$ cat src/rtl/mem_arbiter_pkg.sv
// mem_arbiter_pkg: shared types and constants for the fetch/load-store memory arbiter.
package mem_arbiter_pkg;

    typedef logic [31:0] data_t;
    typedef logic [31:0] instr_t;

    localparam logic [3:0] BE_WORD = 4'hF;

    typedef enum logic [2:0] {
        IDLE,
        REQ_I,
        REQ_D,
        RSP_I,
        RSP_D
    } arb_state_t;

    typedef struct packed {
        logic       we;
        logic [3:0] be;
        data_t      addr;
        data_t      wdata;
    } mem_req_t;

endpackage

$ cat src/rtl/mem_arbiter_prio.sv
// arb_prio: picks the winner of a fresh arbitration; data first unless fetch has waited MAX_WAIT grants.
module arb_prio
    import mem_arbiter_pkg::*;
#(
    parameter int MAX_WAIT = 2,
    parameter int CNT_W    = $clog2(MAX_WAIT + 2)
) (
    input  logic             if_req,
    input  logic             d_req,
    input  logic [CNT_W-1:0] wait_cnt,
    output logic             sel_i,
    output logic             sel_d
);

    logic starved;

    assign starved = if_req && wait_cnt == CNT_W'(MAX_WAIT);
    assign sel_d   = d_req && !starved;
    assign sel_i   = if_req && !sel_d;

endmodule

$ cat src/rtl/mem_arbiter.sv
// mem_arbiter: serialises fetch and load/store accesses onto one single-ported memory,
// one outstanding transaction at a time, and routes each response back to its issuer.
module mem_arbiter
    import mem_arbiter_pkg::*;
#(
    parameter int ADDR_W   = 32,
    parameter int MAX_WAIT = 2
) (
    input  logic              clk,
    input  logic              rst_n,
    input  logic              if_req,
    input  logic [ADDR_W-1:0] if_addr,
    input  logic              if_flush,
    output logic              if_gnt,
    output logic              if_rvalid,
    output logic [31:0]       if_rdata,
    input  logic              d_req,
    input  logic              d_we,
    input  logic [3:0]        d_be,
    input  logic [ADDR_W-1:0] d_addr,
    input  logic [31:0]       d_wdata,
    output logic              d_gnt,
    output logic              d_rvalid,
    output logic [31:0]       d_rdata,
    output logic              mem_req,
    output logic              mem_we,
    output logic [3:0]        mem_be,
    output logic [ADDR_W-1:0] mem_addr,
    output logic [31:0]       mem_wdata,
    input  logic              mem_gnt,
    input  logic              mem_rvalid,
    input  logic [31:0]       mem_rdata,
    output logic              if_stall
);

    localparam int CNT_W = $clog2(MAX_WAIT + 2);

    arb_state_t       state, state_n;
    logic [CNT_W-1:0] wait_cnt;
    logic             drop_if, drop_n;
    logic             idle, sel_i, sel_d, cur_i, cur_d, rsp_i, rsp_d;
    mem_req_t         mreq;

    arb_prio #(
        .MAX_WAIT(MAX_WAIT),
        .CNT_W   (CNT_W)
    ) u_prio (
        .if_req  (if_req),
        .d_req   (d_req),
        .wait_cnt(wait_cnt),
        .sel_i   (sel_i),
        .sel_d   (sel_d)
    );

    // IDLE arbitrates and presents the winner in the same cycle; REQ_x keeps the earlier choice
    assign idle  = state == IDLE && rst_n;
    assign cur_i = (idle && sel_i) || state == REQ_I;
    assign cur_d = (idle && sel_d) || state == REQ_D;
    assign rsp_i = state == RSP_I && mem_rvalid;
    assign rsp_d = state == RSP_D && mem_rvalid;

    assign mreq = cur_d ? mem_req_t'{we: d_we, be: d_we ? d_be : BE_WORD, addr: 32'(d_addr), wdata: d_wdata}
                : cur_i ? mem_req_t'{we: 1'b0, be: BE_WORD, addr: 32'(if_addr), wdata: '0}
                : '0;

    assign mem_req   = cur_i || cur_d;
    assign mem_we    = mreq.we;
    assign mem_be    = mreq.be;
    assign mem_addr  = mreq.addr[ADDR_W-1:0];
    assign mem_wdata = mreq.wdata;

    assign if_gnt    = cur_i && mem_gnt;
    assign d_gnt     = cur_d && mem_gnt;
    assign if_rvalid = rsp_i && !drop_if && !if_flush;
    assign d_rvalid  = rsp_d;
    assign if_rdata  = if_rvalid ? mem_rdata : '0;
    assign d_rdata   = d_rvalid ? mem_rdata : '0;
    assign if_stall  = rst_n && if_req && !if_gnt;

    always_comb begin
        state_n = if_gnt ? RSP_I
                : d_gnt ? RSP_D
                : (cur_i && if_flush) ? IDLE
                : cur_i ? REQ_I
                : cur_d ? REQ_D
                : (rsp_i || rsp_d) ? IDLE
                : state;
        drop_n  = rsp_i ? 1'b0
                : (if_flush && (state == RSP_I || if_gnt)) ? 1'b1
                : drop_if;
    end

    always_ff @(posedge clk or negedge rst_n) begin
        if (!rst_n) begin
            state    <= IDLE;
            wait_cnt <= '0;
            drop_if  <= 1'b0;
        end else begin
            state    <= state_n;
            drop_if  <= drop_n;
            wait_cnt <= (!if_req || if_gnt) ? '0
                      : (d_gnt && wait_cnt != CNT_W'(MAX_WAIT)) ? wait_cnt + 1'b1
                      : wait_cnt;
        end
    end

endmodule

$ cat config.mk
export PLATFORM = sky130hd
export DESIGN_NAME = mem_arbiter
export DESIGN_NICKNAME = d
export VERILOG_FILES = /design/src/rtl/mem_arbiter_pkg.sv /design/src/rtl/mem_arbiter_prio.sv /design/src/rtl/mem_arbiter.sv
export SDC_FILE = /design/constraint.sdc
export NUM_CORES = 1
export LEC_CHECK = 0
export BUFFER_PORTS_ARGS = -buffer_cell sky130_fd_sc_hd__clkbuf_2
export CORE_AREA = 8 8 101 103
export CTS_CLUSTER_SIZE = 16
export DETAILED_ROUTE_END_ITERATION = 6
export DIE_AREA = 0 0 109 111
export RECOVER_POWER = 25
export SKIP_LAST_GASP = 1
export SLEW_MARGIN = 10
export SYNTH_ARGS = -nofsm -noshare
export SYNTH_HDL_FRONTEND = slang
export SYNTH_SLANG_ARGS = --single-unit
export TNS_END_PERCENT = 50
$ cat constraint.sdc
create_clock -name clk -period 5.14 [get_ports clk]
set_input_delay 0.771 -clock clk [delete_from_list [all_inputs] [get_ports clk]]
set_output_delay 0.771 -clock clk [all_outputs]
set_load 0.01 [all_outputs]
; After elaboration in Yosys (flattened, before gate mapping)
; Cells that the tools add are included.
[op_classes]
add_sub_neg = 1
mul = 0
n_div = 0
n_lt_le_gt_ge = 0
eq_ne = 6
shifts = 0
n_mux = 15
n_bitwise = 0
reduce_logical = 33
[op_table]
columns = operator, count
row1 = $mux 69, 1
row2 = $mux 68, 1
row3 = $mux 32, 2
row4 = $mux 3, 6
row5 = $logic_and 1x1->1, 17
row6 = $eq 3x2->1 const B, 2
row7 = $logic_not 1->1, 6
row8 = $logic_or 1x1->1, 6
row9 = $reduce_bool 6->1, 1
row10 = $mux 2, 2
row11 = $mux 4, 1
row12 = $reduce_bool 2->1, 2
row13 = $eq 3x1->1 const B, 1
row14 = $eq 3x3->1 const B, 1
row15 = $logic_not 3->1, 1
row16 = $add 2x1->2 const B, 1
row17 = $eq 2x2->1 const B, 1
row18 = $mux 1, 2
row19 = $ne 2x2->1 const B, 1
[totals]
ff_bits = 6
latchBits = 0
mem_bits_rw = 0
mem_bits_ro = 0
wordCells = 58
mem_count = 0

; Logic depth before layout (Yosys ltp)
[logic_depth]
depth_word = 13
depth_mapped = 7
depth_no_buf = 6

; Hierarchy
; A second synthesis with hierarchy kept.
[hier_totals]
hier_cells = 207
hier_area_um2 = 1473.9
[by_module_without_submodules]
columns = mod, instances, cells_per_inst, area_per_inst_um2, seq_area_each_um2
row1 = mem_arbiter, 1, 203, 1443.9, 150.1
row2 = arb_prio, 1, 4, 30.0, 0.0

; Least setup slack after synthesis
; OpenSTA, ideal clock, no wires.
[synth_path]
path_kind = input to output
from = in rst_n
to = out mem_addr[10]
arrival_ns = 1.958
required_time_ns = 4.369
setup_slack_ns = 2.411
path_stages = 4
path_buffers = 1
path_cell_list = or4b_4 > o31ai_4 > buf_6 > a22o_1
[synth_via]
elab_chain_cells = 5
elab_cells_between_ends = 7
cone_classes = 2 x mux / 5 x reduce/logical
[synth_lines]
columns = item, line
row1 = start: declaration, mem_arbiter.sv:10  ; input logic rst_n,
row2 = $logic_and 1x1->1 (*), mem_arbiter.sv:56  ; assign idle = state == IDLE && rst_n;
row3 = $logic_and 1x1->1, mem_arbiter.sv:57  ; assign cur_i = (idle && sel_i) || state == REQ_I;
row4 = $logic_or 1x1->1, mem_arbiter.sv:57
row5 = $mux 68, mem_arbiter.sv:63  ; : cur_i ? mem_req_t'{we: 1'b0, be: BE_WORD, addr: 32'(if_addr), wdata: '0}
row6 = $mux 69 (*), mem_arbiter.sv:62  ; assign mreq = cur_d ? mem_req_t'{we: d_we, be: d_we ? d_be : BE_WORD, addr: 32'(d_addr), wdata: d_wdata}
row7 = end: declaration, mem_arbiter.sv:28  ; output logic [ADDR_W-1:0] mem_addr,
; Mark *: on every way between the ends. The rest lies on a longest branch, timed or not.

; Final worst setup path
[layout_path]
from = in rst_n
to = out mem_addr[20]
; Same word-level chain as after synthesis.

==> key figures <==
Floorplan
  – Die area: 0.01210 mm2
  – Io pins: 279
  – Die Width: 109 um
  – Initial core utilization: 0.1712
  – Core Box Area: 0.008551 mm2
  – Die Height: 111 um
  – Std cell rows: 34

Placed design
  – Final Wtd Congestion: 0.8967
  – DP Wirelength: 8.848 mm
  – Post-DP Area: 0.002920 mm2
  – # port buffers: 278

Clocking
  – Hold_buf cts: 0
  – Largest buffer count on any clock path: 2
  – Setup Fix Bufs, Post-CTS: 0
  – Clock sinks: 6
  – CTS root buffer: clkbuf_8
  – CTS resizes: 0
  – H-tree Lvls: 1
  – Clock Latency Late Sink: 0.22 ns
  – TritonCTS Buffers: 3
  – CTS tree: built
  – Worst-path clk slew: 0.04 ns

Job
  – Maximum capacitance violations: 0

Route
  – Drt initial violations: 112
  – Via density: 4.430
  – DRC: 0
  – Avg WL per Cell: 17.07 um
  – Routed via count: 2,578
  – DRT Wirelength: 9.932 mm
  – DRT Pass-1 Iters: 4
  – Routed Antenna Nets: 0

Logic synthesis
  – Most frequently used flop master after synthesis: dfrtp_1
  – Yosys Warn Count: 0
  – Seq cells post-synth: 6
  – Syn_nets: 350
  – Syn Area/Cell: 7.004 um2
  – Post-Synthesis Cells: 209
  – Synth cell types: 27
  – Sequential area share after synthesis: 0.1026
  – Synth top area share: 0.4188
  – Top cells by area, synth: and2_1 42%, a22o_1 19%, dfrtp_1 10%
  – Post-synth EDFFs: 0
  – FFs w/ async S/R, synth: 1.000
  – Post-Syn Area: 0.001464 mm2
  – Cell taking the most area after synthesis: and2_1

Critical path
  – Worst Setup EP: mem_addr[20]
  – R2R depth: 4
  – Kind of critical path: primary input to output pin
  – Crit path from: rst_n
  – Worst path cell trace: clkbuf_1 -> or4b_1 -> o31ai_4 -> buf_4 -> a22o_1 -> clkbuf_2
  – Startpoint Class: primary input
  – Reg-to-reg startpoint: state[0]$_DFFE_PN0P_
  – Critical R2R Capture: drop_if$_DFFE_PN0P_
  – CP max stage delay: 0.54 ns
  – Slowest-stage cell, CP: or4b_1
  – Critical Path AT: 2.93 ns
  – Req. time, crit path: 4.37 ns
  – Worst-path fanout max: 25
  – Slack of the worst reg-to-reg path: 3.20 ns
  – Crit. End Element: output pin

Timing
  – Clk_skew: 0.002039 ns
  – Final hold violation count: 0
  – Worst slew pin tran: 0.9885 ns
  – RSZ-0062 raised after global routing: false
  – # setup viols final: 0
  – Final max-slew violation count: 0
  – Min cycle time layout: 3.702 ns
  – Post-route clock period utilization: 0.7203
  – Total Neg Setup Slack: 0 ns
  – Relative slew slack: 0.3410
  – Peak Freq: 270.1 MHz

Global routing
  – Largest net degree at the start of global routing: 71
  – Grt total ovfl: 0
  – Vias in the first global route: 2,708
  – Initial antenna violation count: 0
  – First-pass GRT wire length: 14.57 mm
  – Tot GR Track Use: 0.1482

Cells and area
  – Most common cell after layout, fill and taps aside: clkbuf_2
  – Area of the multi-input gates: 0.001180 mm2
  – Register area: 150.1 um2
  – Finished Cell Area: 0.002943 mm2
  – N_diodes: 0
  – Fillers: 940
  – Proportion of layout cells with a drive suffix above 1: 0.5886
  – Area growth from synthesis to layout: 101.0%
  – Nets: 617
  – Commonest cells after routing, fill and taps aside: 269 x clkbuf_2, 82 x and2_1, 32 x a22o_1

Pwr
  – P_leak: 1.830 nW
  – Pwr dens: 319.5 mW/mm2
  – VDD IR max: 0.1150 mV

Worst hold path
  – Hold Path Class: primary input to asynchronous set/reset pin

Status
  – Outcome: finished clean
==> synthesized netlist by cell type (all sizes together), types with 2 or more instances <==
cell type  count
nor3           2
buf            5
clkbuf        14
nor2           5
nor2b          2
and2          98
o21ai          5
a31oi          6
nand2          6
inv           10
or4b           2
a21oi          4
dfrtp          6
a22o          32
a21o           2
==> state kept, by name, indices dropped and copies added (netlist names) <==
signal,cells
state,3
drop_if,1
wait_cnt,2
==> area by class of cell <==
class	instances	share of cell area
Timing Repair Buffer	281	0.4753
Inverter	10	0.01276
Clock buffer	3	0.01403
Tap cell	108	0.04592
Multi-Input combinational cell	174	0.4009
Sequential cell	6	0.05102
==> critical path, delay by kind of cell <==
kind,cells,cell delay [ns]
buf+inv,3,0.88
compound gates,2,0.72
simple gates,1,0.54
==> through the flow <==
stage / hold slack [ns] / setup WS [ns] / cells / total power [mW] / util
finish: 0.4818 / 1.438 / 582 / 0.9404 / 0.3442
global route: 0.5270 / 1.232 / 582 / 1.020 / 0.3442
CTS: 0.4007 / 1.606 / 582 / 0.9586 / 0.3464
detailed placement: 0.5519 / 1.608 / 579 / 0.8840 / 0.3415
global placement: 0.5308 / 1.688 / 579 / 0.8721 / 0.3415
floorplan: 0.4754 / 2.411 / 209 / 0.5678 / -
==> routing by layer <==
layer / vias to the layer above / share of wire / track usage
met4: 0 / 0.0055 / 0.02192
li1: 1239 / - / -
met3: 6 / 0.14 / 0.05291
met5: - / 0 / 0
met2: 180 / 0.49 / 0.2711
met1: 1153 / 0.37 / 0.1588
==> report_power, final <==
group / total [mW] / switching, mW / internal (mW)
logic: 0.775 / 0.433 / 0.342
clock network: 0.0689 / 0.0187 / 0.0502
registers: 0.0963 / 0.0319 / 0.0644
total: 0.940 / 0.483 / 0.457
==> how the worst min path moves through the flow <==
stage	depth (start not counted)	slack, ns	startpoint	to
after floorplan	0	0.48	rst_n	drop_if$_DFFE_PN0P_
after global routing	1	0.53	rst_n	state[0]$_DFFE_PN0P_
final	1	0.48	rst_n	state[1]$_DFFE_PN0P_
after global placement	2	0.53	wait_cnt[0]$_DFFE_PN0P_	wait_cnt[0]$_DFFE_PN0P_
after CTS	1	0.40	rst_n	wait_cnt[0]$_DFFE_PN0P_
after detailed placement	2	0.55	drop_if$_DFFE_PN0P_	drop_if$_DFFE_PN0P_
==> cells by family (layout without fill, tap and decap cells) <==
kind of cell | count (synthesis) | after routing | share of synthesized area
AOI/OAI and AO/OA | 52 | 52 | 0.2838
xor gates and xnor gates | 1 | 1 | 0.005984
adders and majority gates | 1 | 1 | 0.008546
buffers and inverters | 29 | 294 | 0.09572
DFF | 6 | 6 | 0.1026
and+or+nand+nor | 120 | 120 | 0.5034
No activity file was read; power rests on OpenSTA's default activity.
